<file path="src/rtl/vga_capture_if.sv">
// Wishbone pipelined write port used by the frame-capture engine.
//   adr[31:0], dat_o[31:0], sel[3:0], we, cyc, stb : driven by the master
//   ack, stall                                     : driven by the slave
interface if_wb;
  logic [31:0] adr;
  logic [31:0] dat_o;
  logic [3:0]  sel;
  logic        we;
  logic        cyc;
  logic        stb;
  logic        ack;
  logic        stall;

  modport master (
    output adr, dat_o, sel, we, cyc, stb,
    input  ack, stall
  );

  modport slave (
    input  adr, dat_o, sel, we, cyc, stb,
    output ack, stall
  );
endinterface

</file>
<file path="src/rtl/vga_capture.sv">
// Frame-capture engine: samples a VGA-style pixel stream, packs each active
// pixel into {8'h00, r, g, b} and writes one frame to memory over a
// pipelined Wishbone master port.
// Ports:
//   clk_i, rst_i (async, active-low)  clock / reset
//   enable                             level, arms and holds capture
//   pix_en, vs, hs, blank_n, r, g, b   video input (valid when pix_en)
//   outbus (if_wb.master)              memory write port
//   busy                               state is not idle
//   frame_done                         one-cycle pulse per committed frame
//   overflow                           sticky, a pixel was dropped
module vga_capture #(
  parameter logic [31:0] CAP_MEMBASE = 32'h0,
  parameter int          BPP         = 8,
  parameter int          FIFO_DEPTH  = 16
) (
  input  logic           clk_i,
  input  logic           rst_i,
  input  logic           enable,
  input  logic           pix_en,
  input  logic           vs,
  input  logic           hs,
  input  logic           blank_n,
  input  logic [BPP-1:0] r,
  input  logic [BPP-1:0] g,
  input  logic [BPP-1:0] b,
  if_wb.master           outbus,
  output logic           busy,
  output logic           frame_done,
  output logic           overflow
);
  localparam int AW = $clog2(FIFO_DEPTH);
  localparam int OW = AW + 1;
  localparam logic [AW:0]   PTR_ONE = {{AW{1'b0}}, 1'b1};
  localparam logic [OW-1:0] OUT_ONE = {{(OW-1){1'b0}}, 1'b1};
  localparam logic [OW-1:0] OUT_MAX = OW'(FIFO_DEPTH);

  typedef enum logic [2:0] {
    CS_IDLE    = 3'd0,
    CS_WAITVS  = 3'd1,
    CS_CAPTURE = 3'd2,
    CS_DRAIN   = 3'd3,
    CS_DONE    = 3'd4
  } state_t;

  state_t        r_state, w_state_nxt;
  logic          r_vs_d, r_en_d, r_complete, r_overflow;
  logic [31:0]   r_adr_cnt;
  logic [AW:0]   r_wr_ptr, r_rd_ptr;
  logic [OW-1:0] r_outstanding;
  logic [23:0]   r_mem [FIFO_DEPTH];

  logic w_vs_fall, w_en_rise, w_empty, w_full, w_stb, w_accept;
  logic w_push_req, w_push, w_drop;
  logic w_load_base, w_clr_ovf, w_set_cmp, w_clr_cmp;
  logic w_unused_hs;

  assign w_unused_hs = hs;

  // vs history only advances on strobed cycles, so sync edges are seen in pixel time
  assign w_vs_fall  = pix_en & r_vs_d & ~vs;
  assign w_en_rise  = enable & ~r_en_d;

  assign w_empty    = (r_wr_ptr == r_rd_ptr);
  assign w_full     = (r_wr_ptr[AW] != r_rd_ptr[AW]) &&
                      (r_wr_ptr[AW-1:0] == r_rd_ptr[AW-1:0]);
  // Holding stb off at FIFO_DEPTH outstanding keeps the counter in range
  // even against a slave that never acks.
  assign w_stb      = ~w_empty & (r_outstanding != OUT_MAX);
  assign w_accept   = w_stb & ~outbus.stall;

  // A full FIFO still takes a pixel when the head leaves in the same cycle
  assign w_push_req = (r_state == CS_CAPTURE) & pix_en & blank_n;
  assign w_push     = w_push_req & (~w_full | w_accept);
  assign w_drop     = w_push_req & w_full & ~w_accept;

  // Next-state and control strobes for the capture sequencer
  always_comb begin
    w_state_nxt = r_state;
    w_load_base = 1'b0;
    w_clr_ovf   = 1'b0;
    w_set_cmp   = 1'b0;
    w_clr_cmp   = 1'b0;
    case (r_state)
      CS_IDLE: begin
        if (w_en_rise) begin
          w_state_nxt = CS_WAITVS;
          w_load_base = 1'b1;
          w_clr_ovf   = 1'b1;
        end else begin
          w_state_nxt = CS_IDLE;
        end
      end
      CS_WAITVS: begin
        if (!enable) begin
          w_state_nxt = CS_IDLE;
        end else if (w_vs_fall) begin
          w_state_nxt = CS_CAPTURE;
        end else begin
          w_state_nxt = CS_WAITVS;
        end
      end
      CS_CAPTURE: begin
        if (!enable) begin
          w_state_nxt = CS_DRAIN;
          w_clr_cmp   = 1'b1;
        end else if (w_vs_fall) begin
          w_state_nxt = CS_DRAIN;
          w_set_cmp   = 1'b1;
        end else begin
          w_state_nxt = CS_CAPTURE;
        end
      end
      CS_DRAIN: begin
        if (w_empty && (r_outstanding == {OW{1'b0}})) begin
          w_state_nxt = r_complete ? CS_DONE : CS_IDLE;
        end else begin
          w_state_nxt = CS_DRAIN;
        end
      end
      CS_DONE: begin
        if (enable) begin
          w_state_nxt = CS_WAITVS;
          w_load_base = 1'b1;
        end else begin
          w_state_nxt = CS_IDLE;
        end
      end
      default: begin
        w_state_nxt = CS_IDLE;
      end
    endcase
  end

  // State, sync/enable history, completion flag and sticky overflow
  always_ff @(posedge clk_i or negedge rst_i) begin
    if (!rst_i) begin
      r_state    <= CS_IDLE;
      r_vs_d     <= 1'b1;
      r_en_d     <= 1'b0;
      r_complete <= 1'b0;
      r_overflow <= 1'b0;
    end else begin
      r_state <= w_state_nxt;
      r_en_d  <= enable;
      if (pix_en) r_vs_d <= vs;
      if (w_set_cmp)      r_complete <= 1'b1;
      else if (w_clr_cmp) r_complete <= 1'b0;
      if (w_clr_ovf)      r_overflow <= 1'b0;
      else if (w_drop)    r_overflow <= 1'b1;
    end
  end

  // Write address, FIFO pointers and outstanding-write counter
  always_ff @(posedge clk_i or negedge rst_i) begin
    if (!rst_i) begin
      r_adr_cnt     <= CAP_MEMBASE;
      r_wr_ptr      <= {(AW+1){1'b0}};
      r_rd_ptr      <= {(AW+1){1'b0}};
      r_outstanding <= {OW{1'b0}};
    end else begin
      if (w_load_base)   r_adr_cnt <= CAP_MEMBASE;
      else if (w_accept) r_adr_cnt <= r_adr_cnt + 32'd4;
      if (w_push)   r_wr_ptr <= r_wr_ptr + PTR_ONE;
      if (w_accept) r_rd_ptr <= r_rd_ptr + PTR_ONE;
      if (w_accept && !outbus.ack) begin
        r_outstanding <= r_outstanding + OUT_ONE;
      end else if (!w_accept && outbus.ack && (r_outstanding != {OW{1'b0}})) begin
        r_outstanding <= r_outstanding - OUT_ONE;
      end
    end
  end

  // Pixel storage; contents are don't-care until written, so no reset
  always_ff @(posedge clk_i) begin
    if (w_push) r_mem[r_wr_ptr[AW-1:0]] <= {r[BPP-1-:8], g[BPP-1-:8], b[BPP-1-:8]};
  end

  assign outbus.stb   = w_stb;
  assign outbus.cyc   = w_stb | (r_outstanding != {OW{1'b0}});
  assign outbus.we    = 1'b1;
  assign outbus.sel   = 4'hF;
  assign outbus.adr   = r_adr_cnt;
  assign outbus.dat_o = {8'h00, r_mem[r_rd_ptr[AW-1:0]]};

  assign busy       = (r_state != CS_IDLE);
  assign frame_done = (r_state == CS_DONE);
  assign overflow   = r_overflow;
endmodule

</file>
<file path="src/flat_wrapper.sv">
// flat-port wrapper written by rule: the top's interface ports become plain ports
module vga_capture_flat 
#(
  parameter logic [31:0] CAP_MEMBASE = 32'h0,
  parameter int          BPP         = 8,
  parameter int          FIFO_DEPTH  = 16
)
  (clk_i, rst_i, enable, pix_en, vs, hs, blank_n, r, g, b, busy, frame_done, overflow, outbus_adr, outbus_dat_o, outbus_sel, outbus_we, outbus_cyc, outbus_stb, outbus_ack, outbus_stall);
  if_wb outbus_i ();
  input  logic clk_i;
  input  logic rst_i;
  input  logic enable;
  input  logic pix_en;
  input  logic vs;
  input  logic hs;
  input  logic blank_n;
  input  logic [BPP-1:0] r;
  input  logic [BPP-1:0] g;
  input  logic [BPP-1:0] b;
  output logic busy;
  output logic frame_done;
  output logic overflow;
  output wire logic [$bits(outbus_i.adr)-1:0] outbus_adr;
  output wire logic [$bits(outbus_i.dat_o)-1:0] outbus_dat_o;
  output wire logic [$bits(outbus_i.sel)-1:0] outbus_sel;
  output wire logic [$bits(outbus_i.we)-1:0] outbus_we;
  output wire logic [$bits(outbus_i.cyc)-1:0] outbus_cyc;
  output wire logic [$bits(outbus_i.stb)-1:0] outbus_stb;
  input wire logic [$bits(outbus_i.ack)-1:0] outbus_ack;
  input wire logic [$bits(outbus_i.stall)-1:0] outbus_stall;
  assign outbus_adr = outbus_i.adr;
  assign outbus_dat_o = outbus_i.dat_o;
  assign outbus_sel = outbus_i.sel;
  assign outbus_we = outbus_i.we;
  assign outbus_cyc = outbus_i.cyc;
  assign outbus_stb = outbus_i.stb;
  assign outbus_i.ack = outbus_ack;
  assign outbus_i.stall = outbus_stall;
  vga_capture #(.CAP_MEMBASE(CAP_MEMBASE), .BPP(BPP), .FIFO_DEPTH(FIFO_DEPTH)) u_core (.clk_i(clk_i), .rst_i(rst_i), .enable(enable), .pix_en(pix_en), .vs(vs), .hs(hs), .blank_n(blank_n), .r(r), .g(g), .b(b), .outbus(outbus_i), .busy(busy), .frame_done(frame_done), .overflow(overflow));
endmodule
</file>
<file path="config.mk">
export PLATFORM = sky130hd
export DESIGN_NAME = vga_capture_flat
export DESIGN_NICKNAME = d
export VERILOG_FILES = /design/src/rtl/vga_capture_if.sv /design/src/rtl/vga_capture.sv /design/src/flat_wrapper.sv
export SDC_FILE = /design/constraint.sdc
export NUM_CORES = 1
export LEC_CHECK = 0
export ABC_CLOCK_PERIOD_IN_PS = 4240
export CAP_MARGIN = 20
export CORE_MARGIN = 1
export CORE_UTILIZATION = 35
export CTS_CLUSTER_SIZE = 20
export DETAILED_ROUTE_END_ITERATION = 16
export SYNTH_ARGS = -nofsm -noshare
export SYNTH_HDL_FRONTEND = slang
export SYNTH_SLANG_ARGS = --single-unit
</file>
<file path="constraint.sdc">
create_clock -name clk_i -period 4.24 [get_ports clk_i]
set_clock_uncertainty 0.15 [all_clocks]
set_input_delay 0.848 -clock clk_i [delete_from_list [all_inputs] [get_ports clk_i]]
set_output_delay 0.848 -clock clk_i [all_outputs]
set_load 0.05 [all_outputs]
</file>
; Word-level counts from Yosys, hierarchy flattened
; Memories as Yosys holds them, arrays and structs flattened.
; Index checks and enable logic that the tools add are counted.
[word_totals]
regBits = 54
mem_bits_rw = 384
input_bits = 33
output_inout_bits = 74
elab_cells = 84
n_memories = 1
[memory_table]
columns = name, depth, word_bits, read_ports, rd_clocked_by_memory_dff, wr, line
row1 = u_core.r_mem, 16, 24, 1, 0, 1, vga_capture.sv:51  ; logic [23:0] r_mem [FIFO_DEPTH];
[op_classes]
addsub = 5
eq_ne = 8
n_mux = 28
bitwise_logic = 18
n_reduce_logical = 15
[op_table]
columns = cell, count
row1 = 2-to-1 mux 32 bit, 2
row2 = adder 32 x 3 -> 32 bit (second input constant), 1
row3 = 2-to-1 mux 1 bit, 17
row4 = adder 5 x 1 -> 5 bit (second input constant), 3
row5 = case mux 3 bit (5 select lines), 1
row6 = 2-to-1 mux 3 bit, 4
row7 = AND 1 bit, 10
row8 = 2-to-1 mux 5 bit, 2
row9 = nonzero test 2 bit, 4
row10 = == test 3 x 2 -> 1 bit (second input constant), 2
row11 = inverter 1 bit, 6
row12 = == test 5 bit, 1
row13 = logical AND 1 bit, 5
row14 = logical NOT 5 bit, 1
row15 = inequality test 5 bit (second input constant), 1
row16 = nonzero test 5 bit, 1
row17 = subtractor 5 x 1 -> 5 bit (second input constant), 1
row18 = == test 4 bit, 1
row19 = == test 3 x 1 -> 1 bit (second input constant), 1
row20 = == test 3 bit (second input constant), 1
row21 = logical NOT 3 bit, 1
row22 = nonzero test 3 bit, 1
row23 = logical NOT 1 bit, 2
row24 = 2-to-1 mux 2 bit, 1
row25 = other kinds (3), 4

; Longest topological paths before layout
; Gate-level depths: netlist of run 1.
[depth]
word_depth = 9
ltp_mapped = 10
ltp_nobuf = 9

; Least setup slack after synthesis of run 1
; Ideal clock, no wire load.
[synth_timing]
kind = input port to flip-flop
start = input port outbus_stall
end = memory u_core.r_mem[3][0], enable pin
setup_time_ns = 0.435
t_arrival_ns = 3.235
required_ns = 3.655
slack_ns = 0.419
cell_stages = 5
n_path_buf = 0
cell_sequence = inv_1 -> o21ai_1 -> a31oi_2 -> nand2_1 -> nor3_1
[synth_via]
elab_chain_len = 6
[synth_lines]
columns = item, line
row1 = start: declaration, flat_wrapper.sv:30  ; input wire logic [$bits(outbus_i.stall)-1:0] outbus_stall;
row2 = inverter 1 bit, vga_capture.sv:70  ; assign w_accept = w_stb & ~outbus.stall;
row3 = AND 1 bit, vga_capture.sv:70
row4 = bitwise OR 1 bit, vga_capture.sv:74  ; assign w_push = w_push_req & (~w_full | w_accept);
row5 = AND 1 bit, vga_capture.sv:74
row6 = 2-to-1 mux 1 bit, vga_capture.sv:176  ; if (w_push) r_mem[r_wr_ptr[AW-1:0]] <= {r[BPP-1-:8], g[BPP-1-:8], b[BPP-1-:8]};
row7 = 2-to-1 mux 1 bit (not written as such), vga_capture.sv:176
row8 = end: declaration, vga_capture.sv:51
; Every way passes these cells.

; Final worst setup path of run 1
[layout_timing]
start = register u_core.r_rd_ptr[1]
end = output port outbus_dat_o[9]
[layout_via]
elab_chain_len = 1
[layout_lines]
columns = item, line
row1 = start: declaration, vga_capture.sv:49  ; logic [AW:0] r_wr_ptr, r_rd_ptr;
row2 = start signal: assignment, vga_capture.sv:159  ; r_rd_ptr <= {(AW+1){1'b0}};
row3 = start signal: assignment, vga_capture.sv:165  ; if (w_accept) r_rd_ptr <= r_rd_ptr + PTR_ONE;
row4 = memory read (16 x 24 bit), --
row5 = end: declaration, flat_wrapper.sv:24  ; output wire logic [$bits(outbus_i.dat_o)-1:0] outbus_dat_o;
; Every way passes these cells.

==> results of run 1 <==
==> cell type report <==
type	count	area, sq um
fill	4498	28800
sequential	436	12800
timing repair buffer	131	1280
multi-input combinational	542	4690
inverter	15	56.3
antenna	1	2.50
clock inverter	31	342
tap	672	841
clock buffer	53	1180
==> sequential cells by signal, indices dropped and copies added (netlist names) <==
name                  cells
u_core.r_mem            384
u_core.outbus.adr        30
u_core.r_outstanding      5
u_core.r_rd_ptr           5
u_core.r_wr_ptr           5
u_core.r_state            3
u_core.overflow           1
u_core.r_complete         1
u_core.r_en_d             1
u_core.r_vs_d             1
==> worst paths after layout <==
kind	from	endpoint	slack, ps	cells after the start
worst max-delay path	u_core.r_rd_ptr[1]$_DFFE_PN0N_	outbus_dat_o[9]	270	7
worst min-delay path	rst_i	u_core.r_complete$_DFFE_PN0P_	120	1
worst max register to register	u_core.r_rd_ptr[1]$_DFFE_PN0N_	u_core.r_mem[13][1]$_DFFE_PP_	1000	6
worst min register to register	u_core.overflow$_DFFE_PN0P_	u_core.overflow$_DFFE_PN0P_	360	1
max in group asynchronous	rst_i	u_core.r_vs_d$_DFFE_PN1P_	3010	2
min in group clk_i	u_core.overflow$_DFFE_PN0P_	u_core.overflow$_DFFE_PN0P_	360	1
==> routing by layer <==
layer	wire (um)	global-route usage, %	vias up
li1	-	-	4392
met1	17300	21.1	4979
met2	19200	25.5	278
met3	2280	2.80	49
met4	792	4.76	2
met5	11	0	-
==> cells in the mapped netlist, drive strengths merged (13+ instances only) <==
| cell type | n | share of area [%] |
|---|---|---|
| xnor2 | 17 | 0.84 |
| nor2 | 28 | 0.59 |
| edfxtp | 384 | 65 |
| clkbuf | 33 | 0.70 |
| a22oi | 24 | 1.0 |
| mux2 | 28 | 1.8 |
| o21ai | 63 | 1.8 |
| mux4 | 48 | 6.1 |
| dfrtp | 51 | 7.2 |
| xor2 | 13 | 0.68 |
| buf | 34 | 1.1 |
| inv | 15 | 0.32 |
| a21oi | 49 | 1.4 |
| nand2 | 49 | 1.0 |
| a221oi | 24 | 1.2 |
| mux2i | 72 | 4.1 |
==> power groups by stage <==
stage	Clock [mW]	Sequential, mW	Combinational (mW)
5_1_grt	4.24	5.15	4.89
4_1_cts	4.11	5.12	4.63
2_1_floorplan	0	5.14	3.23
3_3_place_gp	0	5.20	4.58
3_5_place_dp	0	5.21	4.61
6_report	4.01	5.12	4.56
==> logic make-up (layout without fill, tap and decap cells) <==
logic type | after synthesis | in the layout | synth area share (%)
adder cells (fa/ha/maj) | 10 | 10 | 0.747
multiplexers | 148 | 148 | 11.9
AND/OR/NAND/NOR | 146 | 146 | 4.34
AO/OA/AOI/OAI | 193 | 193 | 6.98
XOR/XNOR | 30 | 30 | 1.52
other | 2 | 16 | 0.0423
buffers and inverters | 82 | 230 | 2.16
flip-flops | 436 | 436 | 72.3
==> through the flow <==
step,hold WS [ps],power [mW]
after floorplan,333,8.37
after global placement,336,9.77
after detailed placement,355,9.81
after CTS,111,13.9
after global routing,148,14.3
final,116,13.7
==> worst register-to-register path, stage by stage, from the launching register on <==
cell and delay (ps):
sky130_fd_sc_hd__dfrtp_2 800, sky130_fd_sc_hd__xnor2_1 160, sky130_fd_sc_hd__and4_1 250, sky130_fd_sc_hd__a31oi_2 490, sky130_fd_sc_hd__nand2_1 340, sky130_fd_sc_hd__nor2_4 330
sky130_fd_sc_hd__buf_4 380
==> impl_metrics.tcl, run 1 <==
set metrics [dict create \
    run_status "completed" \
    cp-start-kind "flop" \
    setup_viol_count_final 0 \
    power_frac_clock_pct 29.3 \
    global_route_wire_length_before_repair_mm 60.2 \
    fraction_of_final_layout_cells_sized_beyond_drive_strength_1_pct 19.8 \
    cts_num_sinks 436 \
    drt-initial-drc-count 642 \
    post-route-util_pct 42.4 \
    cp-end-kind "output pin" \
    worst_skew_pair.late_latency_ps 580 \
    design.final.nets 1215 \
    placement.io_buffers 90 \
    fin_setup_tns_ps 0 \
    route.final.wire_length_mm 39.6 \
    final_area_sq_mm 0.0212 \
    maxCapViolations 0 \
    syn_area_sq_mm 0.0178 \
    placement_rows 82 \
    antenna_found_initial 2 \
    maxSlewViolCount 0 \
    hold_path.class "input pin to asynchronous set/reset pin" \
    path_delay_family "flip-flops" \
    die_height_um 227 \
    async_reset_ff_share_pct 11.9 \
    final_hold_vio_count 0 \
    top_level_ports 107 \
    maxClockFrequency_ghz 0.252 \
    critical_path_required_ps 3240 \
    power.static_leakage_nw 7.20 \
    postRouteAntennaNets 0 \
    synth.lib_cells_used.distinct 62 \
    place.detailed.hpwl_mm 22.7 \
    placed_cells_incl_taps 1796 \
    grt_pass1_vias 9793 \
    wl_per_cell_um 21.1 \
    synthToLayoutAreaGrowth_pct 19.6 \
    sequential_fraction_of_the_synthesis_area_pct 72.3 \
    period_share_pct 93.6 \
    design.die.area_sq_mm 0.0516 \
    grt_use_total_pct 15.6 \
    critPathArrivalTime_ps 2970 \
    worst_slew_pin_slew_ps 682 \
    cts_hold_buf 0 \
    first_pass_iters 5 \
    worst_slack_after_detailed_placement_ps 653 \
    switching_power_share_of_the_total_pct 35.4 \
    finalWorstPathRequiredPeriod_ps 3970 \
    detailroute.via_count 9700 \
    maximum_resistive_drop_on_vdd_uv 426 \
    tritoncts "done" \
    overflow 0 \
    path_cells "nand2_1, buf_4, o21ai_0, a21oi_1, o21ai_0, nand2_1, buf_4" \
    net-switching-power_mw 4.85 \
    power_frac_seq_pct 37.4 \
    synth-edff-count 384 \
    largest_net_degree_at_the_start_of_global_routing 51 \
    rel_slew_slack_pct 54.5 \
    number_of_buffers_created_by_cts 46 \
    worst-path-max-fanout 22 \
    layout_common_cells "sky130_fd_sc_hd__edfxtp_1 (384), sky130_fd_sc_hd__mux2i_1 (72), sky130_fd_sc_hd__clkdlybuf4s50_1 (63)" \
    yosys_warnings 0 \
    postSynthCellCount 1047 \
    globalplace.congestion 0.742 \
    post-cts-setup-buffers 0 \
    postSynthRegisterBits 436 \
    grt_setup_unrepaired "false" \
    p_int_mw 8.84 \
    synthesis.area_per_instance_sq_um 17.0 \
    worstPathBufferInverterCount 2 \
    pwr_density_cell_mw_per_mm2 645 \
    start_util_pct 35.5 \
    power_frac_comb_pct 33.3 \
    post_cts.resized_instances 0 \
    drt-vias-per-instance 5.16 \
    core_box_area_sq_mm 0.0501 \
    cp_slowest_cell "sky130_fd_sc_hd__dfrtp_2" \
    clkTransAtPathRegs_ps 60 \
    ys.flop_type "sky130_fd_sc_hd__edfxtp_1" \
    instances_no_fill 1881 \
    critical_path_class "flop to output pin" \
    layout.cells.most_common "sky130_fd_sc_hd__edfxtp_1" \
    postPlaceCellArea_sq_mm 0.0197 \
    clockRootBuffer "sky130_fd_sc_hd__clkbuf_16" \
    post-route-drc-count 0 \
    timing.final.ws_setup_ps 271 \
    cp_slowest_stage_delay_ps 800 \
    clock_path_buffers 3 \
    width_of_the_die_um 227 \
    htree_num_levels 2 \
]
Power figures use the tool's default switching activity.
==> run 2: changes to the inputs <==
CORE_UTILIZATION = 59   (was 35)
PLACE_DENSITY = 0.79   (was not set)
==> run 2 against run 1 <==
Against the previous run:
- sequential power grew 0.8%
- hold slack improved by 110 ps
- first-iteration DRC count is 45% higher
- critical endpoint is now outbus_dat_o[5]
- clock power down 5.5%
==> impl_metrics.tcl, run 2 (synthesis gave the netlist of run 1 again) <==
set metrics [dict create \
    width_of_the_die_um 175 \
    postPlaceCellArea_sq_mm 0.0192 \
    cts_num_sinks 436 \
    fin_setup_tns_ps 0 \
    number_of_buffers_created_by_cts 43 \
    critical_path_required_ps 3240 \
    route.final.wire_length_mm 37.6 \
    period_share_pct 95.5 \
    postRouteAntennaNets 0 \
    largest_net_degree_at_the_start_of_global_routing 51 \
    placed_cells_incl_taps 1514 \
    placement.io_buffers 90 \
    clock_path_buffers 3 \
    hold_path.class "input pin to asynchronous set/reset pin" \
    tritoncts "done" \
    start_util_pct 59.9 \
    post-route-drc-count 0 \
    global_route_wire_length_before_repair_mm 56.9 \
    maxSlewViolCount 0 \
    core_box_area_sq_mm 0.0296 \
    setup_viol_count_final 0 \
    design.die.area_sq_mm 0.0308 \
    reg2reg_from "u_core.r_rd_ptr[0]$_DFFE_PN0N_" \
    antenna_found_initial 0 \
    grt_pass1_vias 9903 \
    worst_skew_pair.late_latency_ps 540 \
    maxClockFrequency_ghz 0.247 \
    instances_no_fill 1594 \
    first_pass_iters 5 \
    critical_path.reg2reg.endpoint "u_core.r_outstanding[4]$_DFFE_PN0P_" \
    largest_register_ffs 384 \
    wl_per_cell_um 23.6 \
    layout.cells.most_common "sky130_fd_sc_hd__edfxtp_1" \
    htree_num_levels 2 \
    fraction_of_final_layout_cells_sized_beyond_drive_strength_1_pct 19.4 \
    finalWorstPathRequiredPeriod_ps 4050 \
    rel_slew_slack_pct 50.3 \
    critPathArrivalTime_ps 3050 \
    worst_slew_pin_slew_ps 745 \
    r2r_slack_ps 890 \
    clkTransAtPathRegs_ps 60 \
    post_cts.resized_instances 0 \
    timing.critical_path.to "outbus_dat_o[5]" \
    place.detailed.hpwl_mm 20.9 \
    clockRootBuffer "sky130_fd_sc_hd__clkbuf_16" \
    top_level_ports 107 \
    synthToLayoutAreaGrowth_pct 16.3 \
    drt-vias-per-instance 6.28 \
    power.static_leakage_nw 7.13 \
    cp-end-kind "output pin" \
    drt-initial-drc-count 929 \
    num_antenna_cells 0 \
    detailroute.via_count 10000 \
    worst-path-max-fanout 20 \
    crit_path_start "u_core.r_rd_ptr[2]$_DFFE_PN0N_" \
    r2r_cells 10 \
    post-cts-setup-buffers 0 \
    pwr_density_cell_mw_per_mm2 651 \
    final_area_sq_mm 0.0206 \
    placement_rows 63 \
    die_height_um 175 \
    maxCapViolations 0 \
    grt_use_total_pct 24.8 \
    cp-start-kind "flop" \
    grt_setup_unrepaired "false" \
    final_hold_vio_count 0 \
    run_status "completed" \
    maximum_resistive_drop_on_vdd_uv 655 \
    overflow 0 \
    layout_common_cells "sky130_fd_sc_hd__edfxtp_1 (384), sky130_fd_sc_hd__mux2i_1 (72), sky130_fd_sc_hd__clkdlybuf4s50_1 (65)" \
    critical_path_class "flop to output pin" \
    design.final.nets 1212 \
    post-route-util_pct 69.6 \
    globalplace.congestion 0.835 \
    cts_hold_buf 0 \
]
==> run 2: final cells by class <==
type	instances	area (sq um)
fill	1892	9000
timing repair buffer	131	1190
clock inverter	29	289
sequential	436	12800
clock buffer	51	1130
inverter	15	56.3
tap	390	488
multi-input combinational	542	4650
==> run 2: routing by layer <==
layer / up-vias / global-route usage, % / wire length [um]
li1: 4394 / - / -
met1: 5103 / 33.6 / 15500
met2: 443 / 41.4 / 18600
met3: 74 / 4.24 / 2560
met4: 0 / 8.22 / 977
met5: - / 0 / 0
==> run 2: where the power goes <==
group	switching (mW)	total, mW	internal, mW
clock network	1.57	3.79	2.22
registers	0.330	5.16	4.83
logic	2.79	4.49	1.70
total	4.69	13.4	8.74
==> run 2: how the worst min path moves through the flow <==
stage	start	end	slack (ps)
3_5_place_dp	u_core.overflow$_DFFE_PN0P_	u_core.overflow$_DFFE_PN0P_	340
4_1_cts	rst_i	u_core.r_outstanding[1]$_DFFE_PN0P_	240
2_1_floorplan	u_core.r_en_d$_DFF_PN0_	u_core.overflow$_DFFE_PN0P_	330
6_report	rst_i	u_core.r_outstanding[4]$_DFFE_PN0P_	230
3_3_place_gp	u_core.overflow$_DFFE_PN0P_	u_core.overflow$_DFFE_PN0P_	330
5_1_grt	rst_i	u_core.r_outstanding[4]$_DFFE_PN0P_	270
==> run 2: per-stage QoR <==
stage | setup slack (ps) | hold WS (ps) | power (mW)
after floorplan | 419 | 333 | 8.37
after global placement | 793 | 333 | 9.58
after detailed placement | 669 | 337 | 9.69
after CTS | 30.9 | 238 | 13.5
after global routing | 47.3 | 274 | 14.0
final | 192 | 228 | 13.4
==> run 2: critical path, cell delays in order, from the launching register on <==
cell and delay (ps):
sky130_fd_sc_hd__dfrtp_2 570, sky130_fd_sc_hd__buf_4 390, sky130_fd_sc_hd__nand2_1 300, sky130_fd_sc_hd__buf_4 320, sky130_fd_sc_hd__o21ai_0 260, sky130_fd_sc_hd__a21oi_1 90
sky130_fd_sc_hd__a22oi_1 180, sky130_fd_sc_hd__nand2_1 150, sky130_fd_sc_hd__buf_4 220
